--- src/rtl/arac_hareket_hakem.sv ---
// arac_hareket_hakem: two-vehicle lane arbiter with collision serialisation, round-robin and starvation flags
//   Ports: clk, rst (sync, active-high); istek1/istek2 move requests; yon1/yon2 directions {solbit, sagbit};
//   izin1/izin2 grants; carpisma_engellendi one-cycle serialisation pulse; aclik1/aclik2 starvation flags;
//   durum state (0=BOS 1=TEK 2=CIFT 3=ARA); carpisma_sayisi saturating pulse count when CARPISMA_SAYAC_EN is defined.
module arac_hareket_hakem #(
  parameter int HAREKET_CYC = 4,
  parameter int ARA_CYC     = 1,
  parameter int MAX_BEKLE   = 8
) (
  input  logic       clk,
  input  logic       rst,
  input  logic       istek1,
  input  logic       istek2,
  input  logic [1:0] yon1,
  input  logic [1:0] yon2,
  output logic       izin1,
  output logic       izin2,
  output logic       carpisma_engellendi,
  output logic       aclik1,
  output logic       aclik2,
  output logic [1:0] durum
`ifdef CARPISMA_SAYAC_EN
  ,
  output logic [15:0] carpisma_sayisi
`endif
);
  typedef enum logic [1:0] {BOS, TEK, CIFT, ARA} durum_t;
  durum_t st;
  logic [15:0] cnt, gcnt, bekle1, bekle2, bekle1_n, bekle2_n;
  logic ptr2, carp, kazanan2, bitti;
  assign durum = st;
  always_comb begin
    carp = (yon1 == 2'b00 && yon2 == 2'b11) || (yon1 == yon2 && yon1 != 2'b00);
    // a single starving vehicle overrides the round-robin pointer
    kazanan2 = (aclik1 != aclik2) ? aclik2 : ptr2;
    bitti = (cnt == 16'd0) || !((izin1 && istek1) || (izin2 && istek2));
    bekle1_n = (!istek1 || izin1) ? 16'd0 : (bekle1 == 16'(MAX_BEKLE)) ? bekle1 : bekle1 + 16'd1;
    bekle2_n = (!istek2 || izin2) ? 16'd0 : (bekle2 == 16'(MAX_BEKLE)) ? bekle2 : bekle2 + 16'd1;
  end
  always_ff @(posedge clk) begin
    if (rst) begin
      st <= BOS;
      izin1 <= 1'b0;
      izin2 <= 1'b0;
      carpisma_engellendi <= 1'b0;
      aclik1 <= 1'b0;
      aclik2 <= 1'b0;
      bekle1 <= 16'd0;
      bekle2 <= 16'd0;
      cnt <= 16'd0;
      gcnt <= 16'd0;
      ptr2 <= 1'b0;
`ifdef CARPISMA_SAYAC_EN
      carpisma_sayisi <= 16'd0;
`endif
    end else begin
      carpisma_engellendi <= 1'b0;
      bekle1 <= bekle1_n;
      bekle2 <= bekle2_n;
      aclik1 <= bekle1_n == 16'(MAX_BEKLE);
      aclik2 <= bekle2_n == 16'(MAX_BEKLE);
      case (st)
        BOS: begin
          if (istek1 && istek2 && carp) begin
            st <= TEK;
            izin1 <= !kazanan2;
            izin2 <= kazanan2;
            carpisma_engellendi <= 1'b1;
            ptr2 <= !ptr2;
            cnt <= 16'(HAREKET_CYC - 1);
`ifdef CARPISMA_SAYAC_EN
            carpisma_sayisi <= carpisma_sayisi + {15'd0, carpisma_sayisi != 16'hFFFF};
`endif
          end else if (istek1 || istek2) begin
            st <= (istek1 && istek2) ? CIFT : TEK;
            izin1 <= istek1;
            izin2 <= istek2;
            cnt <= 16'(HAREKET_CYC - 1);
          end
        end
        TEK, CIFT: begin
          if (bitti) begin
            izin1 <= 1'b0;
            izin2 <= 1'b0;
            st <= (ARA_CYC == 0) ? BOS : ARA;
            gcnt <= 16'(ARA_CYC - 1);
          end else begin
            cnt <= cnt - 16'd1;
            izin1 <= izin1 && istek1;
            izin2 <= izin2 && istek2;
          end
        end
        ARA: begin
          if (gcnt == 16'd0) st <= BOS;
          else gcnt <= gcnt - 16'd1;
        end
        default: st <= BOS;
      endcase
    end
  end
endmodule
--- config.mk ---
export PLATFORM = sky130hd
export DESIGN_NAME = arac_hareket_hakem
export DESIGN_NICKNAME = d
export VERILOG_FILES = /design/src/rtl/arac_hareket_hakem.sv
export SDC_FILE = /design/constraint.sdc
export NUM_CORES = 1
export LEC_CHECK = 0
export ABC_AREA = 1
export BUFFER_PORTS_ARGS = -buffer_cell sky130_fd_sc_hd__buf_4
export CAP_MARGIN = 10
export CORE_ASPECT_RATIO = 1.1
export CORE_UTILIZATION = 60
export DETAILED_ROUTE_END_ITERATION = 10
export GPL_TIMING_DRIVEN = 0
export PLACE_DENSITY = 0.88
export RECOVER_POWER = 100
export SETUP_SLACK_MARGIN = 0.4
export SLEW_MARGIN = 20
export SYNTH_ARGS = -nofsm -noshare
export SYNTH_HDL_FRONTEND = slang
export SYNTH_SLANG_ARGS = --single-unit
--- constraint.sdc ---
create_clock -name clk -period 2.4 [get_ports clk]
set_clock_uncertainty 0.2 [all_clocks]
set_input_delay 0.36 -clock clk [delete_from_list [all_inputs] [get_ports clk]]
set_output_delay 0.36 -clock clk [all_outputs]
set_load 0.03 [all_outputs]
======== After elaboration in Yosys (flattened, before gate mapping) ========
Cells that the tools add are included.
word-level totals
  register bits after elaboration ......... 72
  latch bits .............................. 0
  bits in writable memories ............... 0
  memory bits (read-only) ................. 0
  input port bits ......................... 8
  output and inout port bits .............. 7
  logic and storage cells ................. 89
  memories kept ........................... 0
operators by class
  add/sub/neg operators ................... 4
  multipliers ............................. 0
  div/mod/pow operators ................... 0
  $lt $le $gt $ge ......................... 0
  eq/ne operators ......................... 15
  shift operators ......................... 0
  multiplexer cells ....................... 27
  bitwise operators ....................... 1
  reductions and logical operators ........ 31
operators by type and width
  operator               number
  $mux 16                9
  $eq 16x4->1 const B    4
  $pmux 16 s2            2
  $add 16x1->16 const B  2
  $logic_not 16->1       2
  $sub 16x1->16 const B  2
  $mux 2                 5
  $reduce_and 3->1       3
  $mux 1                 8
  $ne 2x2->1 const B     4
  $eq 2x2->1 const B     3
  $logic_and 1x1->1      6
  $logic_or 1x1->1       6
  $pmux 2 s3             1
  $reduce_bool 2->1      3
  $logic_not 1->1        5
  $logic_not 2->1        2
  $pmux 1 s2             2
  $reduce_and 2->1       2
  $reduce_or 2->1        2
  $ne 3x3->1 const B     1
  $eq 2x1->1 const B     1
  $eq 2x2->1             1
  $ne 1x1->1             1
  $not 1->1              1

======== Longest topological paths before layout ========
Gate-level depths: netlist (run 1).
  depth after elaboration ................. 6
  depth in mapped cells ................... 13
  mapped depth without buffers ............ 13

======== Worst setup path after synthesis (run 1) ========
No wires, ideal clock.
  kind .................................... register to register
  from .................................... register st[0] (netlist: durum[0])
  to ...................................... register cnt[3]
  setup time .............................. 69 ps
  arrival ................................. 1898 ps
  data required time ...................... 2131 ps
  setup slack ............................. 232 ps
  stages on the path, launching flop included .. 13
  buffers on the path ..................... 2
  period minus slack after synthesis ...... 2168 ps
  cells stage by stage .................... dfxtp_1 > inv_1 > ha_1 > buf_4 > inv_2 > a21oi_2 > nand2_4 > o21ai_4 > nand2_8 > inv_2 > buf_6 > nand2_1 > a21oi_2
on the way
  word-level cells in the longest chain between the ends .. 4
  elaborated cells on any way between the ends .. 9
  classes of those cells .................. eq/ne (4); mux (1); reduce/logical (4)
RTL lines
  element                                                           line  source
  start: declaration                                                28    durum_t st;
  start signal: assignment                                          75    st <= (istek1 && istek2) ? CIFT : TEK;
  start signal: assignment                                          85    st <= (ARA_CYC == 0) ? BOS : ARA;
  $eq 2x1->1 / $eq 2x2->1 (equally long branches)                   62    case (st)
  $reduce_or 2->1                                                   62
  $ne 2x2->1 (no line) / $reduce_bool 2->1 (equally long branches)  -
  $reduce_and 3->1 (no line)                                        -
  end signal: assignment                                            70    cnt <= 16'(HAREKET_CYC - 1);
  end signal: assignment                                            78    cnt <= 16'(HAREKET_CYC - 1);
  end signal: assignment                                            88    cnt <= cnt - 16'd1;
  end: declaration                                                  29    logic [15:0] cnt, gcnt, bekle1, bekle2, bekle1_n, bekle2_n;
Parallel ways exist; a longest one is shown, timed or not.
A chain may end at the register's enable or synchronous reset.

======== Worst setup path after layout (run 1) ========
  from .................................... register st[0] (netlist: durum[0])
  to ...................................... register gcnt[0]
on the way
  word-level cells in the longest chain between the ends .. 4
  elaborated cells on any way between the ends .. 9
  classes of those cells .................. eq/ne (5); mux (1); reduce/logical (3)
RTL lines
  element                                                           line  source
  $eq 2x1->1 / $eq 2x2->1 (equally long branches)                   62
  $reduce_or 2->1                                                   62
  $ne 2x2->1 (no line) / $reduce_bool 2->1 (equally long branches)  -
  $reduce_and 3->1 (no line)                                        -
  end signal: assignment                                            86    gcnt <= 16'(ARA_CYC - 1);
  end signal: assignment                                            95    else gcnt <= gcnt - 16'd1;
  end: declaration                                                  29
Parallel ways exist; a longest one is shown, timed or not.

==> summary.md, run 1 <==
The proportion of total power due to net switching is 45.9%, and the slew at the pin closest to its max-slew limit is 0.617 ns. Of the total synthesized cell area, the portion taken by XOR and XNOR cells is 5.99%. In this run the power spent charging and discharging nets is 0.00271 W. Buffers inserted during clock tree synthesis total 9. The biggest area contributor in the post-synthesis netlist is dfxtp_1. The number of buffer cells added on primary ports came out at 13. After detailed routing, the total wire length is 11000 um. The number of antenna diodes in the final layout is 0. For this run, design rule violations remaining after detail routing come to 0. Library cell contributing the largest single delay on the critical path: dfxtp_1. The run gives 0 as the remaining global-route overflow. The final period utilization was 85.0%. The net count after synthesis is 739, and the post-route minimum period is 2.04 ns.

The die extent in y was 93.2 um. STA classifies the critical path endpoint as a flop. Part of the total power dissipated in combinational logic: 56.9%.

The cell area that synthesis handed to floorplanning was 4540 sq um. The clock slew seen by the registers of the worst setup and hold paths was 0.08 ns; the number of pins with negative max-slew slack in the final report was 0. Summing the areas of all compound-gate instances in the mapped netlist gives 9.24% of the synthesized area. The critical path goes through inv_1 > ha_1 > buf_6 > buf_4 > nand2_1 > nand2_1 > nand2_4 > buf_4 > o21ai_0 > a21oi_1. The hold violation count in the final report is 0. The via count of the first global-routing pass was 4216. Hold timing on the final database bottoms out at a slack of 0.170 ns. After synthesis, the cell types taking the most area are dfxtp_1 (32%), nand2_1 (15%), nor2_1 (13%), nand3_1 (5.8%), inv_1 (5.5%). The die covers 7910 sq um. The pre-antenna-repair detailed-routing pass consisted of 5 iterations.

The tools report the internal power component as 0.00320 W. TritonCTS built the clock tree. The synthesized netlist devotes 3.03% of its cell area to adder and majority cells. The power per cell area came out at 1190 nW/um^2.

The tools report the pre-CTS setup slack as 0.281 ns. The area added between synthesis and finish is 9.82%. Dominant cell by count in the synthesized netlist: nand2_1. Row generation in the floorplan step produced 32 rows.

The total global-route track usage came out at 28.6%. By area, the combinational part of the netlist is dominated by simple AND/OR/NAND/NOR gates. In this run, synthesis produced a sequential element count of 72. The largest stage delay on the critical path came out at 0.38 ns. Of all nets on the critical path, the largest fanout is 9. For this run, the post-layout net count is 770. The first-pass GRT wire length was 18200 um; the highest achievable clock rate was 490 MHz. The clock net in this run drives a total of 72 sinks. Measured in cells, the most critical reg-to-reg path has a length of 10. The total half-perimeter wirelength after legalization and detailed placement is 7580 um. The floorplan step defined a core boundary enclosing 7170 sq um. The clock passes through at most 2 buffers.

For the final cell utilization of the core, the log shows 69.5%. Counting instances in the post-synthesis netlist gives the leading cell types as nand2_1 (184), nor2_1 (157), dfxtp_1 (72). Via count of the routed design: 4670. The number of standard cells after synthesis came out at 720. Synthesis instantiated 34 different standard cells from the library. The die is 84.9 um wide. Cells with a size suffix above 1 make up 8.87% of the layout. The clock reaches the later pin of the worst-skew pair after 0.35 ns. After synthesis, the share of flip-flops with an asynchronous set or reset is 0%. The number of antenna violations at the first check in global routing was 0; the average detailed-routed wire length per instance was 13.0 um. The detailed router finished its first iteration with 294 violations. Routability-driven placement finished with a final weighted congestion of 0.961. CTS placed an instance of clkbuf_8 at the clock tree root. The starting density of the core came out at 63.3%. For the worst setup path, the data arrival time is 2.07 ns.

The tools report the startpoint kind of the worst setup timing path as a flop. Setup repair after global routing could not meet its margin everywhere. Entering global routing, the biggest net connects 13 pins. Of the total synthesized cell area, the portion taken by AND, OR, NAND and NOR gates is 42.0%. Pin placement for this block handled 15 I/O pins. Of the total power, the clock network draws 16.0%. The share of the Yosys chip area taken by registers is 31.8%.

The average via count per standard cell was 5.56. The synthesis warning total came out at 0. In this run the remaining antenna-violating nets after routing total 0. The critical path required time was 2.43 ns; the count of flip-flops with a built-in enable after synthesis was 0. In this run the number of H-tree levels came out at 3. By startpoint and endpoint, the worst setup path is classified as reg2reg.

The area fraction of the dominant cell type after synthesis works out to 31.8%. The predominant post-synthesis flop cell is dfxtp_1. Max-cap violations in this run came to 0. The worst hold path depth works out to 3. The normalized max-slew margin came out at 58.9%. Setup violations remaining at the end of the flow were counted as 0.

In the synthesized netlist, mux cells make up 0% of the area. Across all setup checks in the final design, the least slack found is 0.359 ns. Registers are responsible for 27.1% of the overall power.

Worst hold path class: in2reg. The flow ran to the end, and the final reports show no timing, DRC or antenna violations. For the final routed database, the setup TNS stands at 0 ns. Across the VDD grid, the largest voltage drop is 0.874 mV.

The mean cell area of the mapped netlist is 6.30 sq um, and the total leakage power is 2.21 nW.
==> sequential cells by signal, indices dropped and copies added (netlist names) <==
signal / count
aclik1: 1
cnt: 16
carpisma_engellendi: 1
bekle2: 16
aclik2: 1
ptr2: 1
izin1: 1
gcnt: 16
durum: 2
bekle1: 16
izin2: 1
==> per-stage QoR <==
step / instances / total power [W] / instance area, sq um
final: 840 / 0.00591 / 4980
after global routing: 840 / 0.00636 / 4980
after CTS: 836 / 0.00570 / 4960
after detailed placement: 818 / 0.00465 / 4750
after global placement: 818 / 0.00459 / 4750
after floorplan: 720 / 0.00411 / 4540
==> cell type report <==
class,count,area (sq um)
buffer,16,108
tap,85,106
sequential,72,1450
clock inverter,4,27.5
inverter,70,273
clock buffer,11,163
fill,593,2190
timing repair buffer,20,131
multi-input combinational,562,2730
==> power groups by stage <==
stage	Combinational (W)	Sequential (W)	Clock, W
3_3_place_gp	0.00298	0.00161	0
5_1_grt	0.00372	0.00163	0.00100
3_5_place_dp	0.00304	0.00162	0
6_report	0.00337	0.00160	0.000945
4_1_cts	0.00315	0.00160	0.000949
2_1_floorplan	0.00248	0.00162	0
==> layer usage <==
metal | GRT usage (%) | wire length, um
met1 | 35.5 | 4840
met4 | 12.4 | 255
met3 | 4.41 | 630
met2 | 49.3 | 5240
met5 | 0 | 0
==> cells in the final DEF, fill, tap and decap left out, drive strengths merged <==
cell type,synthesis,layout
a31oi,4,4
xnor2,12,12
dfxtp,72,72
inv,70,70
buf,10,19
nand2,192,192
nand3,55,55
nor2,164,164
o22ai,1,1
nor3,24,24
nand4,10,10
o21ai,22,22
and3,1,1
o21a,2,2
clkinv,0,1
a21oi,42,42
xor2,19,19
clkbuf,6,28
nand3b,2,2
o21bai,1,1
ha,11,11
clkinvlp,0,3
==> logic make-up (layout without fill, tap and decap cells) <==
kind of cell | after synthesis | in the layout
AOI/OAI and AO/OA | 72 | 72
DFF | 72 | 72
buffers and inverters | 86 | 121
adders and majority gates | 11 | 11
and+or+nand+nor | 448 | 448
xor gates and xnor gates | 31 | 31
==> critical path, delay by kind of cell (launching register included) <==
family          cells  cell delay [ns]
buf+inv             4             0.52
flops               1             0.38
fa+ha+maj           1             0.30
simple gates        3             0.26
compound gates      2             0.26
==> path summary, 6_finish.rpt <==
| kind | startpoint | to | slack, ns |
|---|---|---|---|
| max | durum[0]$_SDFFE_PP0P_ | gcnt[0]$_SDFFE_PP0P_ | 0.36 |
| min | istek1 | izin1$_SDFFE_PP0P_ | 0.17 |
| max reg2reg | durum[0]$_SDFFE_PP0P_ | gcnt[0]$_SDFFE_PP0P_ | 0.36 |
| min reg2reg | gcnt[12]$_SDFFE_PP0P_ | gcnt[12]$_SDFFE_PP0P_ | 0.30 |
==> what timing repair did <==
action,4_1_cts,5_1_grt
hold buffers,0,0
resized for setup,1,30
setup buffers,3,3
pin swaps,1,5
setup endpoints to repair,28,30
cloned,0,1
No activity file was read; power rests on OpenSTA's default activity.
==> inputs of run 2 (changes only) <==
Settings changed: CORE_MARGIN set to 2, SKIP_LAST_GASP set to 1.
Clock period 2.4 ns to 2.3 ns, I/O delays scaled along.
==> run 2 against run 1 <==
  * Sequential share of layout area shrank 0.83 points
  * Largest power group unchanged
  * Critical path type unchanged
  * Routed wire length grew 4.7%
  * Maximum frequency grew 1.1%
  * Cell area grew 3.3%
==> summary.md, run 2 (synthesis results as in run 1) <==
The run finished with clean final reports. The number of antenna diodes in the final layout is 0. The run gives 25.4% as the share of total power in sequential cells. Along the worst path, the maximum fanout reaches 6. In this run the power spent charging and discharging nets is 0.00303 W. TritonCTS built the clock tree. The number of buffer cells added on primary ports works out to 13. Setup repair after global routing could not meet its margin everywhere. The number of nets in the finished design is 777, and the part of the total power dissipated in combinational logic is 58.5%.

The floorplan step defined a die boundary enclosing 8270 sq um. The clock tree buffer depth was 2; the via count of the first global-routing pass was 4217. The first global-routing pass estimated 18000 um of wire. The logs give 15 for the top-level port count and 69.6% for the final cell utilization of the core. Share of total power in the clock network: 16.1%.

The top cell types in the final layout, fill and taps aside, are nand2_1 (178), nor2_1 (155), dfxtp_1 (65), inv_1 (61), nand3_1 (53). The routed layout has 4763 vias. The clock tree root buffer cell is clkbuf_8. Setup violations remaining at the end of the flow were counted as 0.

Classification of the worst setup path: reg2reg. The tools report the remaining global-route overflow as 0. The power per cell area came out at 1290 nW/um^2. With fillers left out, the area of the finished cells amounts to 5140 sq um. The remaining antenna violation count after routing is 0. The critical path goes through inv_4 > ha_1 > buf_8 > buf_4 > o21ai_4 > nand2_8 > inv_8 > buf_8 > nand2_1 > a21oi_2. The post-route worst hold slack was 0.167 ns; the final period utilization was 87.8%. The max-capacitance violation count came out at 0. The analysis attributes to cell leakage a power of 2.29 nW. The worst voltage drop across the vdd grid was 0.755 mV; the placement-stage cell area was 4780 sq um.

The number of antenna violations at the first check in global routing was 0. For the hold violation count in the final report, the log shows 0. Clock latency on the worst-skew pair, taken at its later pin, is 0.36 ns.

After layout, the design draws a total of 0.00664 W. The largest stage delay on the critical path is 0.40 ns. The first TritonRoute pass finished after 5 iterations.

STA classifies the critical path endpoint as a flop. After detailed routing, the number of remaining DRC violations is 0. The most common cell after layout, fill and taps aside was nand2_1.

In the routed layout, each cell is associated on average with a via count of 5.61. The tree built by TritonCTS fans out to 72 sinks. The internal power of the cells totals 0.00361 W. Fraction of layout cells with a size suffix above 1: 12.7%.

After detailed routing, the average wire length per cell comes to 13.5 um. The post-route minimum period is 2.02 ns, and the area added between synthesis and finish is 13.4%. Data arrival time of the critical path: 2.11 ns. Measured along the x axis, the die boundary spans 86.9 um. Clock-pin slew was measured on the worst setup and hold paths at 0.08 ns. For the pin with the worst max-slew slack, the measured transition is 0.674 ns. For the normalized max-slew margin, the log shows 55.1%. STA classifies the critical path startpoint as a flop.

The number of pins with negative max-slew slack in the final report came out at 0. The most numerous cell type found on the critical path is buf_8. At the end of routability-driven placement, the weighted congestion stood at 0.956. The row count is 33. The tools report the total clock buffers created by CTS as 9. The initial utilization of the core area, before any placement, comes to 61.4%.

The number of design-rule violations left by the first detailed-router iteration is 300. The total global-route track usage is 26.9%, and the highest achievable clock rate is 495 MHz. Worst hold path class: in2reg. The layout has 611 filler cells. The slowest stage of the critical path is the dfxtp_1 cell. Measured along the y axis, the die boundary spans 95.2 um. Proportion of total power due to net switching: 45.6%.

The core region is 7390 sq um. Data on the critical path is required at its endpoint by 2.39 ns. In this run the number of H-tree levels came out at 3. After detailed routing, the total wire length is 11500 um. The total half-perimeter wirelength after legalization and detailed placement is 7760 um, and the final setup TNS is 0 ns. The pin count of the biggest net entering global routing was 13; the worst-case register-to-register setup slack was 0.28 ns.
run 2: cell count changes in the layout (fill, tap and decap cells not counted), sizes merged:
cell / delta
clkinvlp: -2
buf: +5
clkbuf: +2
bufinv: +1
inv: +1
run 2: per-stage QoR:
stage	std cells	setup slack (ns)
floorplan	720	0.408
global placement	820	0.352
detailed placement	820	0.314
CTS	840	0.413
global route	849	0.175
finish	849	0.281
run 2: power groups by stage:
stage,sequential [W],combinational (W),clock [W]
after global placement,0.00169,0.00317,0
final,0.00169,0.00389,0.00107
after global routing,0.00171,0.00425,0.00112
after detailed placement,0.00170,0.00323,0
after floorplan,0.00170,0.00265,0
after CTS,0.00167,0.00339,0.00107
run 2: path summary, 6_finish.rpt:
path	start	endpoint	depth (start not counted)
hold / removal	istek1	izin1$_SDFFE_PP0P_	3
hold reg to reg	gcnt[1]$_SDFFE_PP0P_	gcnt[1]$_SDFFE_PP0P_	2
setup / recovery	durum[1]$_SDFFE_PP0P_	cnt[3]$_SDFFE_PP0P_	10
setup reg to reg	durum[1]$_SDFFE_PP0P_	cnt[3]$_SDFFE_PP0P_	10
run 2: routing by layer:
layer	global-route usage, %	routed length, um
met3	3.64	746
met5	0	0
met1	35.2	4840
met2	44.2	5560
met4	11.8	331
run 2: final cells by class:
type	instances	area (sq um)	area share, %
Clock inverter	4	52.6	1.02
Inverter	70	283	5.50
Buffer	16	116	2.26
Multi-Input combinational cell	562	2790	54.2
Tap cell	87	109	2.12
Sequential cell	72	1450	28.2
Clock buffer	11	151	2.94
Timing Repair Buffer	27	194	3.77
run 2: worst max-delay path, delay by kind of cell, from the launching register on:
| kind | cells | cell delay, ns |
|---|---|---|
| buffers and inverters | 5 | 0.53 |
| AOI/OAI and AO/OA | 2 | 0.34 |
| and+or+nand+nor | 2 | 0.18 |
| adders and majority gates | 1 | 0.30 |
| DFF | 1 | 0.40 |
run 2: timing repair:
action | CTS | global route
hold buffers | 0 | 0
pin swaps | 0 | 11
endpoints found under the setup margin | 29 | 33
buffers inserted | 5 | 7
cloned | 0 | 2
endpoints found under the hold margin | 0 | 0
resized for setup | 6 | 59
